## config.mk

```make
export PLATFORM = sky130hd
export DESIGN_NAME = rll27_decoder
export DESIGN_NICKNAME = d
export VERILOG_FILES = /design/src/rtl/rll27_pkg.sv /design/src/rtl/rll27_cw_matcher.sv /design/src/rtl/rll27_decoder.sv
export SDC_FILE = /design/constraint.sdc
export NUM_CORES = 1
export LEC_CHECK = 0
export BUFFER_PORTS_ARGS = -buffer_cell sky130_fd_sc_hd__buf_2
export CAP_MARGIN = 0
export CORE_MARGIN = 4
export CORE_UTILIZATION = 35
export CTS_BUF_LIST = sky130_fd_sc_hd__clkbuf_4 sky130_fd_sc_hd__clkbuf_8 sky130_fd_sc_hd__clkbuf_16
export CTS_CLUSTER_DIAMETER = 150
export DETAILED_ROUTE_END_ITERATION = 16
export HOLD_SLACK_MARGIN = 0.15
export PLACE_DENSITY = 0.57
export REMOVE_ABC_BUFFERS = 1
export SETUP_SLACK_MARGIN = 0.02
export SLEW_MARGIN = 25
export SYNTH_ARGS = -nofsm -noshare
export SYNTH_HDL_FRONTEND = slang
export SYNTH_SLANG_ARGS = --single-unit
```

## constraint.sdc

```tcl
create_clock -name clk_i -period 5.3 [get_ports clk_i]
set_clock_uncertainty 0.15 [all_clocks]
set_input_delay 0.53 -clock clk_i [delete_from_list [all_inputs] [get_ports clk_i]]
set_output_delay 0.53 -clock clk_i [all_outputs]
set_load 0.02 [all_outputs]
```

## src/rtl/rll27_pkg.sv

```systemverilog
// Shared constants for the RLL(2,7) code: codeword/data table and emit-state type.
// Codewords are right-aligned in the collector window; data is left-aligned on output.
package rll27_pkg;

    localparam int CW_MAX_LEN   = 8;
    localparam int DATA_MAX_LEN = 4;

    localparam logic [3:0] CW4_A  = 4'b0100;
    localparam logic [1:0] DAT4_A = 2'b10;
    localparam logic [3:0] CW4_B  = 4'b1000;
    localparam logic [1:0] DAT4_B = 2'b11;

    localparam logic [5:0] CW6_A  = 6'b000100;
    localparam logic [2:0] DAT6_A = 3'b000;
    localparam logic [5:0] CW6_B  = 6'b100100;
    localparam logic [2:0] DAT6_B = 3'b010;
    localparam logic [5:0] CW6_C  = 6'b001000;
    localparam logic [2:0] DAT6_C = 3'b011;

    localparam logic [7:0] CW8_A  = 8'b00100100;
    localparam logic [3:0] DAT8_A = 4'b0010;
    localparam logic [7:0] CW8_B  = 8'b00001000;
    localparam logic [3:0] DAT8_B = 4'b0011;

    typedef enum logic {
        IDLE,
        EMIT
    } emit_state_t;

endpackage

```

## src/rtl/rll27_cw_matcher.sv

```systemverilog
// Combinational RLL(2,7) codeword lookup for a window of exactly len bits.
// Only lengths 4, 6 and 8 can hit; any other length is a miss.
module rll27_cw_matcher
    import rll27_pkg::*;
(
    input  logic [CW_MAX_LEN-1:0]   window,
    input  logic [3:0]              len,
    output logic                    hit,
    output logic [DATA_MAX_LEN-1:0] data,
    output logic [2:0]              data_len
);

    always_comb begin
        // NOTE: defaults first so every path assigns every output -- no latches.
        hit      = 1'b0;
        data     = '0;
        data_len = '0;
        case (len)
            4'd4: begin
                if (window[3:0] == CW4_A) begin
                    hit = 1'b1; data = {DAT4_A, 2'b00}; data_len = 3'd2;
                end else if (window[3:0] == CW4_B) begin
                    hit = 1'b1; data = {DAT4_B, 2'b00}; data_len = 3'd2;
                end
            end
            4'd6: begin
                if (window[5:0] == CW6_A) begin
                    hit = 1'b1; data = {DAT6_A, 1'b0}; data_len = 3'd3;
                end else if (window[5:0] == CW6_B) begin
                    hit = 1'b1; data = {DAT6_B, 1'b0}; data_len = 3'd3;
                end else if (window[5:0] == CW6_C) begin
                    hit = 1'b1; data = {DAT6_C, 1'b0}; data_len = 3'd3;
                end
            end
            4'd8: begin
                if (window == CW8_A) begin
                    hit = 1'b1; data = DAT8_A; data_len = 3'd4;
                end else if (window == CW8_B) begin
                    hit = 1'b1; data = DAT8_B; data_len = 3'd4;
                end
            end
            default: ;
        endcase
    end

endmodule

```

## src/rtl/rll27_decoder.sv

```systemverilog
// Bit-serial RLL(2,7) decoder: collects code bits, matches codewords and
// re-emits the data bits serially; unmatched 8-bit windows are discarded and counted.
module rll27_decoder
    import rll27_pkg::*;
#(
    parameter int ERR_CNT_W = 8
) (
    input  logic                 clk_i,
    input  logic                 rst_i,
    input  logic                 code_i,
    input  logic                 code_valid_i,
    output logic                 data_o,
    output logic                 data_valid_o,
    output logic                 err_o,
    output logic [ERR_CNT_W-1:0] err_cnt_o
);

    logic [CW_MAX_LEN-1:0]   bits;
    logic [3:0]              cnt;
    logic [CW_MAX_LEN-1:0]   next_bits;
    logic [3:0]              next_cnt;
    logic                    hit;
    logic [DATA_MAX_LEN-1:0] match_data;
    logic [2:0]              match_len;
    logic                    load;
    logic                    window_full;
    logic                    err_detect;

    emit_state_t             state;
    logic [DATA_MAX_LEN-1:0] shifter;
    logic [2:0]              emit_cnt;

    // Matching looks at the collector as it will be after this edge.
    assign next_bits   = {bits[CW_MAX_LEN-2:0], code_i};
    assign next_cnt    = cnt + 4'd1;
    assign window_full = (next_cnt == 4'(CW_MAX_LEN));

    rll27_cw_matcher u_matcher (
        .window   (next_bits),
        .len      (next_cnt),
        .hit      (hit),
        .data     (match_data),
        .data_len (match_len)
    );

    assign load       = code_valid_i && hit;
    assign err_detect = code_valid_i && !hit && window_full;

    // NOTE: sequential state uses non-blocking assignments only.
    always_ff @(posedge clk_i or posedge rst_i) begin
        if (rst_i) begin
            bits <= '0;
            cnt  <= '0;
        end else if (code_valid_i) begin
            if (hit || window_full) begin
                bits <= '0;
                cnt  <= '0;
            end else begin
                bits <= next_bits;
                cnt  <= next_cnt;
            end
        end
    end

    always_ff @(posedge clk_i or posedge rst_i) begin
        if (rst_i) begin
            err_o     <= 1'b0;
            err_cnt_o <= '0;
        end else begin
            err_o <= err_detect;
            if (err_detect && (err_cnt_o != '1))
                err_cnt_o <= err_cnt_o + 1'b1;
        end
    end

    // A load takes priority over a shift so a word landing on the last emitted bit is not lost.
    always_ff @(posedge clk_i or posedge rst_i) begin
        if (rst_i) begin
            state    <= IDLE;
            shifter  <= '0;
            emit_cnt <= '0;
        end else if (load) begin
            state    <= EMIT;
            shifter  <= match_data;
            emit_cnt <= match_len;
        end else if (state == EMIT) begin
            shifter  <= {shifter[DATA_MAX_LEN-2:0], 1'b0};
            emit_cnt <= emit_cnt - 3'd1;
            if (emit_cnt == 3'd1)
                state <= IDLE;
        end
    end

    assign data_valid_o = (state == EMIT);
    assign data_o       = (state == EMIT) && shifter[DATA_MAX_LEN-1];

    load_never_truncates_emit: assert property (
        @(posedge clk_i) disable iff (rst_i)
        load |-> !((state == EMIT) && (emit_cnt > 3'd1))
    );

endmodule

```

# ---- Yosys cells after proc, flatten, opt, wreduce, memory -nomap -nowiden
# Cells that the tools add are included.
dict set report totals {
  register_bits 28
  output_inout_bits 11
}
dict set report op_classes {
  addsub 3
  n_eq_ne 12
  mux 33
  reduce_logical 8
}
# op count
set op_table {}
lappend op_table {{2-to-1 mux 4 bit} 8}
lappend op_table {{2-to-1 mux 3 bit} 8}
lappend op_table {{equality test 4 x 3 -> 1 bit (second input constant)} 3}
lappend op_table {{case mux 4 bit (3 select lines)} 1}
lappend op_table {{2-to-1 mux 1 bit} 10}
lappend op_table {{case mux 3 bit (3 select lines)} 1}
lappend op_table {{adder 8 x 1 -> 8 bit (second input constant)} 1}
lappend op_table {{equality test 4 bit (second input constant)} 2}
lappend op_table {{equality test 8 x 4 -> 1 bit (second input constant)} 1}
lappend op_table {{equality test 8 x 6 -> 1 bit (second input constant)} 1}
lappend op_table {{inequality test 8 bit (second input constant)} 1}
lappend op_table {{2-to-1 mux 7 bit} 1}
lappend op_table {{equality test 6 x 3 -> 1 bit (second input constant)} 1}
lappend op_table {{equality test 6 x 4 -> 1 bit (second input constant)} 1}
lappend op_table {{equality test 6 bit (second input constant)} 1}
lappend op_table {{2-to-1 mux 2 bit} 3}
lappend op_table {{logical AND 1 bit} 5}
lappend op_table {{adder 4 x 1 -> 4 bit (second input constant)} 1}
lappend op_table {{equality test 3 x 1 -> 1 bit (second input constant)} 1}
lappend op_table {{case mux 1 bit (3 select lines)} 1}
lappend op_table {{subtractor 3 x 1 -> 3 bit (second input constant)} 1}
lappend op_table {{nonzero test 2 bit} 1}
lappend op_table {{zero test 1 bit} 1}
lappend op_table {{logical OR 1 bit} 1}

# ---- Logic depth before layout (Yosys ltp)
dict set report logic_depth {
  depth_word 9
  depth_mapped 8
}

# ---- By module
# Synthesis repeated with hierarchy kept, for this count alone.
dict set report hier_totals {
  hier_cells 147
  hier_area_um2 1546.5
}
# module instances cells_per_inst area_each_um2
set modules_own_cells {}
lappend modules_own_cells {rll27_decoder 1 119 1336.3}
lappend modules_own_cells {rll27_cw_matcher 1 28 210.2}

# ---- Worst setup path after synthesis
# Ideal clock, no wire load.
dict set report synth_path {
  kind {reg-to-reg}
  start {reg cnt[0]}
  end {reg err_cnt_o[1]}
  setup_ps 125
  t_arrival_ps 1902
  setup_slack_ps 3123
  path_stages_with_launch 7
  n_path_buf 0
  cell_sequence {dfrtp_1 ha_1 nor2_1 nand3_1 a211o_2 nor2_1 mux2_2}
}
dict set report synth_between {
  elab_chain_len 7
  word_cells_on_any_way 9
}
# item line_no
set synth_rtl {}
lappend synth_rtl {{from (decl)} rll27_decoder.sv:19} ;# logic [3:0] cnt;
lappend synth_rtl {{from (signal assigned)} rll27_decoder.sv:60} ;# cnt <= next_cnt;
lappend synth_rtl {{adder 4 x 1 -> 4 bit (*)} rll27_decoder.sv:35} ;# assign next_cnt = cnt + 4'd1;
lappend synth_rtl {{equality test 4 bit / equality test 4 x 3 -> 1 bit (equally long branches)} {rll27_cw_matcher.sv:18, rll27_decoder.sv:36}}
lappend synth_rtl {{case mux 1 bit (3 select lines)} rll27_cw_matcher.sv:18} ;# case (len)
lappend synth_rtl {{zero test 1 bit} rll27_decoder.sv:47} ;# assign err_detect = code_valid_i && !hit && window_full;
lappend synth_rtl {{logical AND 1 bit} rll27_decoder.sv:47}
lappend synth_rtl {{logical AND 1 bit (*)} rll27_decoder.sv:47}
lappend synth_rtl {{logical AND 1 bit (*)} rll27_decoder.sv:71} ;# if (err_detect && (err_cnt_o != '1))
lappend synth_rtl {{to (signal assigned)} rll27_decoder.sv:72} ;# err_cnt_o <= err_cnt_o + 1'b1;
lappend synth_rtl {{to (decl)} rll27_decoder.sv:15} ;# output logic [ERR_CNT_W-1:0] err_cnt_o
# Every way passes the cells marked *; elsewhere a longest branch is shown, timed or not.
# A chain may end at the register's enable or synchronous reset.

# ---- Final worst setup path
# Same ends and word-level chain as after synthesis.

==> metrics.md <==
| Metric | Value |
|---|---|
| Status | `complete, no violations` |
| Worst setup EP type | `flip-flop` |
| Worst vdd ir | `0.1840 mV` |
| CORE AREA | `4414 sq um` |
| Setup TNS | `0 ns` |
| Antenna viol nets, final | `0` |
| Starting Density | `36.45%` |
| FF-to-FF End | `err_cnt_o[1]$_DFFE_PP0P_` |
| Vias in the first global route | `1136` |
| Max-slew violations | `0` |
| Port Buf Inserts | `14` |
| First drt pass iteration count | `4` |
| Max_cap viols | `0` |
| P_leak | `0.0008261 uW` |
| Largest net degree at the start of global routing | `29` |
| Top cells by area, synth | `dfrtp_1, ha_1, nand2_1, o2bb2ai_1, xor2_1` |
| Total track usage | `11.79%` |
| Clock latency at the later pin of the worst-skew pair | `0.27 ns` |
| Adder-cell share of the synthesized area | `4.666%` |
| Chip Height | `75.81 microns` |
| Cell taking the most area after synthesis | `dfrtp_1` |
| Fin crit share | `45.53%` |
| DR iter-0 viols | `54` |
| Cells after Synth | `159` |
| Reg2Reg Depth | `6` |
| Total CTS buffers | `3` |
| RSZ-0062 raised after global routing | `false` |
| XOR/XNOR Fraction of Synth Area | `4.355%` |
| Rows | `24` |
| GRT overflow | `0` |
| Pwr Density | `446.3 nW/um^2` |
| Worst path required time | `5.32 ns` |
| Via density | `5.484` |
| Io pins | `15` |
| Worst-Margin Slew | `0.5593 ns` |
| Syn_area_per_cell | `10.12 sq um` |
| Cts hold-fix bufs | `0` |
| Worst min path class | `primary input to async pin` |
| Compound-Gate Fraction of Synth Area | `17.34%` |
| DRC viols | `0` |
| Post-cts resize count | `0` |
| Synth Flop Type | `dfrtp_1` |
| YS warnings | `0` |
| Placed cell areas | `1718 sq um` |
| Seq/Total Area, Yosys | `43.55%` |
| Post-synth EDFFs | `0` |
| Die X | `75.81 microns` |
| Final #Nets | `182` |
| Initial antenna violation count | `0` |
| Yosys reg bits | `28` |
| Post-Route WL | `3059 microns` |
| Sink Count | `28` |
| Clk Tree Root Cell | `clkbuf_8` |
| ANT cells | `0` |
| Fmax | `414.4 MHz` |
| Fraction of final layout cells sized beyond drive strength 1 | `19.30%` |
| Critical path class | `flip-flop to flip-flop` |
| CTS H-tree depth | `1` |
| Post-layout instance area | `1789 sq um` |
| CTS tree | `built` |
| R2r setup slk | `2.89 ns` |
| First-pass GRT wire length | `5250 microns` |
| Clock Tree Buf Depth | `2` |
| Startpoint types | `flip-flop` |
| Slew headroom | `61.75%` |
| Asr flop ratio synth | `100.0%` |
| Synth Cell Area | `1609 sq um` |
| Die ar. | `5746 sq um` |
| Simple-Gate Fraction of Synth Area | `20.22%` |
| WL/cell | `13.72 microns` |
| Area share of the largest cell type after synthesis | `43.55%` |
| Tmin final | `2.413 ns` |
| Main combinational cell family by area after synthesis | `simple AND/OR/NAND/NOR gates` |
| Final hold viol count | `0` |
| Yosys cell types | `48` |
| Crit path from | `cnt[0]$_DFFE_PP0P_` |
| Area grow syn2layout | `11.20%` |
| Detailed placement HPWL | `2255 microns` |
| Post-CTS setup buffers | `0` |
| Reg2reg start | `cnt[0]$_DFFE_PP0P_` |
| Final RePlAce weighted congestion | `0.8028` |
| CTS clk-pin slew, worst paths | `0.10 ns` |
| Worst-path fanout max | `8` |
| Mux cell area share after synthesis | `5.910%` |
| Vias post-DR | `1223` |
| # setup viols final | `0` |
| Critical Path Sink | `err_cnt_o[1]$_DFFE_PP0P_` |
| Crit path DAT | `2.43 ns` |
cells in the final DEF, fill, tap and decap left out, types with 3 or more instances in the layout:
cell       Yosys  final
buf_2          3     14
clkbuf_8       0      3
dfrtp_1       28     28
ha_1           6      6
inv_1         10      9
mux2_2         3      3
mux2i_1        5      5
nand2_1       19     19
nand3_1        5      5
nor2_1        11     11
nor2b_1        3      3
nor3_1         5      5
o21ai_0        6      6
o2bb2ai_1      7      7
xor2_1         6      6
how the worst min path moves through the flow:
stage               slack [ns]                      from                        to
finish                    0.15                     rst_i    data_valid_o$_DFF_PP0_
global route              0.20                     rst_i    data_valid_o$_DFF_PP0_
CTS                       0.18                     rst_i   emit_cnt[1]$_DFFE_PP0P_
detailed placement        0.33       bits[6]$_DFFE_PP0P_       bits[6]$_DFFE_PP0P_
global placement          0.32  err_cnt_o[5]$_DFFE_PP0P_  err_cnt_o[5]$_DFFE_PP0P_
floorplan                 0.31       bits[6]$_DFFE_PP0P_       bits[6]$_DFFE_PP0P_
through the flow:
step	cells	total power [uW]	setup slack, ns	util (%)	hold WS, ns
2_1_floorplan	153	558.3	3.122	-	0.3057
3_3_place_gp	219	625.7	2.905	38.92	0.3230
3_5_place_dp	219	635.9	2.824	38.92	0.3259
4_1_cts	223	805.9	2.908	40.53	0.1763
5_1_grt	223	857.7	2.749	40.53	0.2040
6_report	223	798.6	2.887	40.53	0.1539
layer usage:
| layer | up-vias | part of all wire, % | GRT usage [%] |
|---|---|---|---|
| met5 | - | 0 | 0 |
| met4 | 0 | 1.0 | 3.689 |
| met3 | 4 | 3.5 | 2.375 |
| met2 | 29 | 49 | 18.92 |
| met1 | 601 | 46 | 15.96 |
| li1 | 589 | - | - |
flip-flops by register name, indices dropped and copies added, names as in the netlist:
name,count
err_cnt_o,8
bits,7
data_valid_o,1
err_o,1
shifter,4
emit_cnt,3
cnt,4
report_power, final:
| part | switching (uW) | total, uW | internal, uW |
|---|---|---|---|
| Sequential | 78.5 | 351 | 272 |
| Clock | 66.6 | 168 | 101 |
| Combinational | 153 | 280 | 127 |
cell usage after synthesis, types with 2 or more instances:
cell type  number
a21o_1          2
mux2i_1         5
nor3_1          5
nand2b_1        2
o2bb2ai_1       7
o22ai_1         2
buf_2           3
clkbuf_1        3
nand2_1        19
o21ai_0         6
xor2_1          6
mux2_2          3
dfrtp_1        28
nor2b_1         3
nor2_1         11
or2_2           2
ha_1            6
a31oi_1         2
nand3_1         5
xnor2_1         2
inv_1          10
worst max-delay path, stage by stage, from the launching register on:
cell and delay (ns):
dfrtp_1 0.47, ha_1 0.33, nor2_1 0.13, nand3_1 0.17
a211o_2 0.47, nor2_1 0.23, mux2_2 0.36
final cells by class:
type                       count  area [sq um]
fill                         426          2625
multi-input combinational    115         844.6
sequential                    28         700.7
timing repair buffer          14         70.07
tap                           52         65.06
clock buffer                   3         41.29
inverter                      10         37.54
clock inverter                 1         30.03
cells by family after synthesis:
logic type | after synthesis
AOI/OAI and AO/OA | 34
xor gates and xnor gates | 8
adders and majority gates | 6
buffers and inverters | 16
DFF | 28
muxes | 9
and+or+nand+nor | 58
Power figures use the tool's default switching activity.
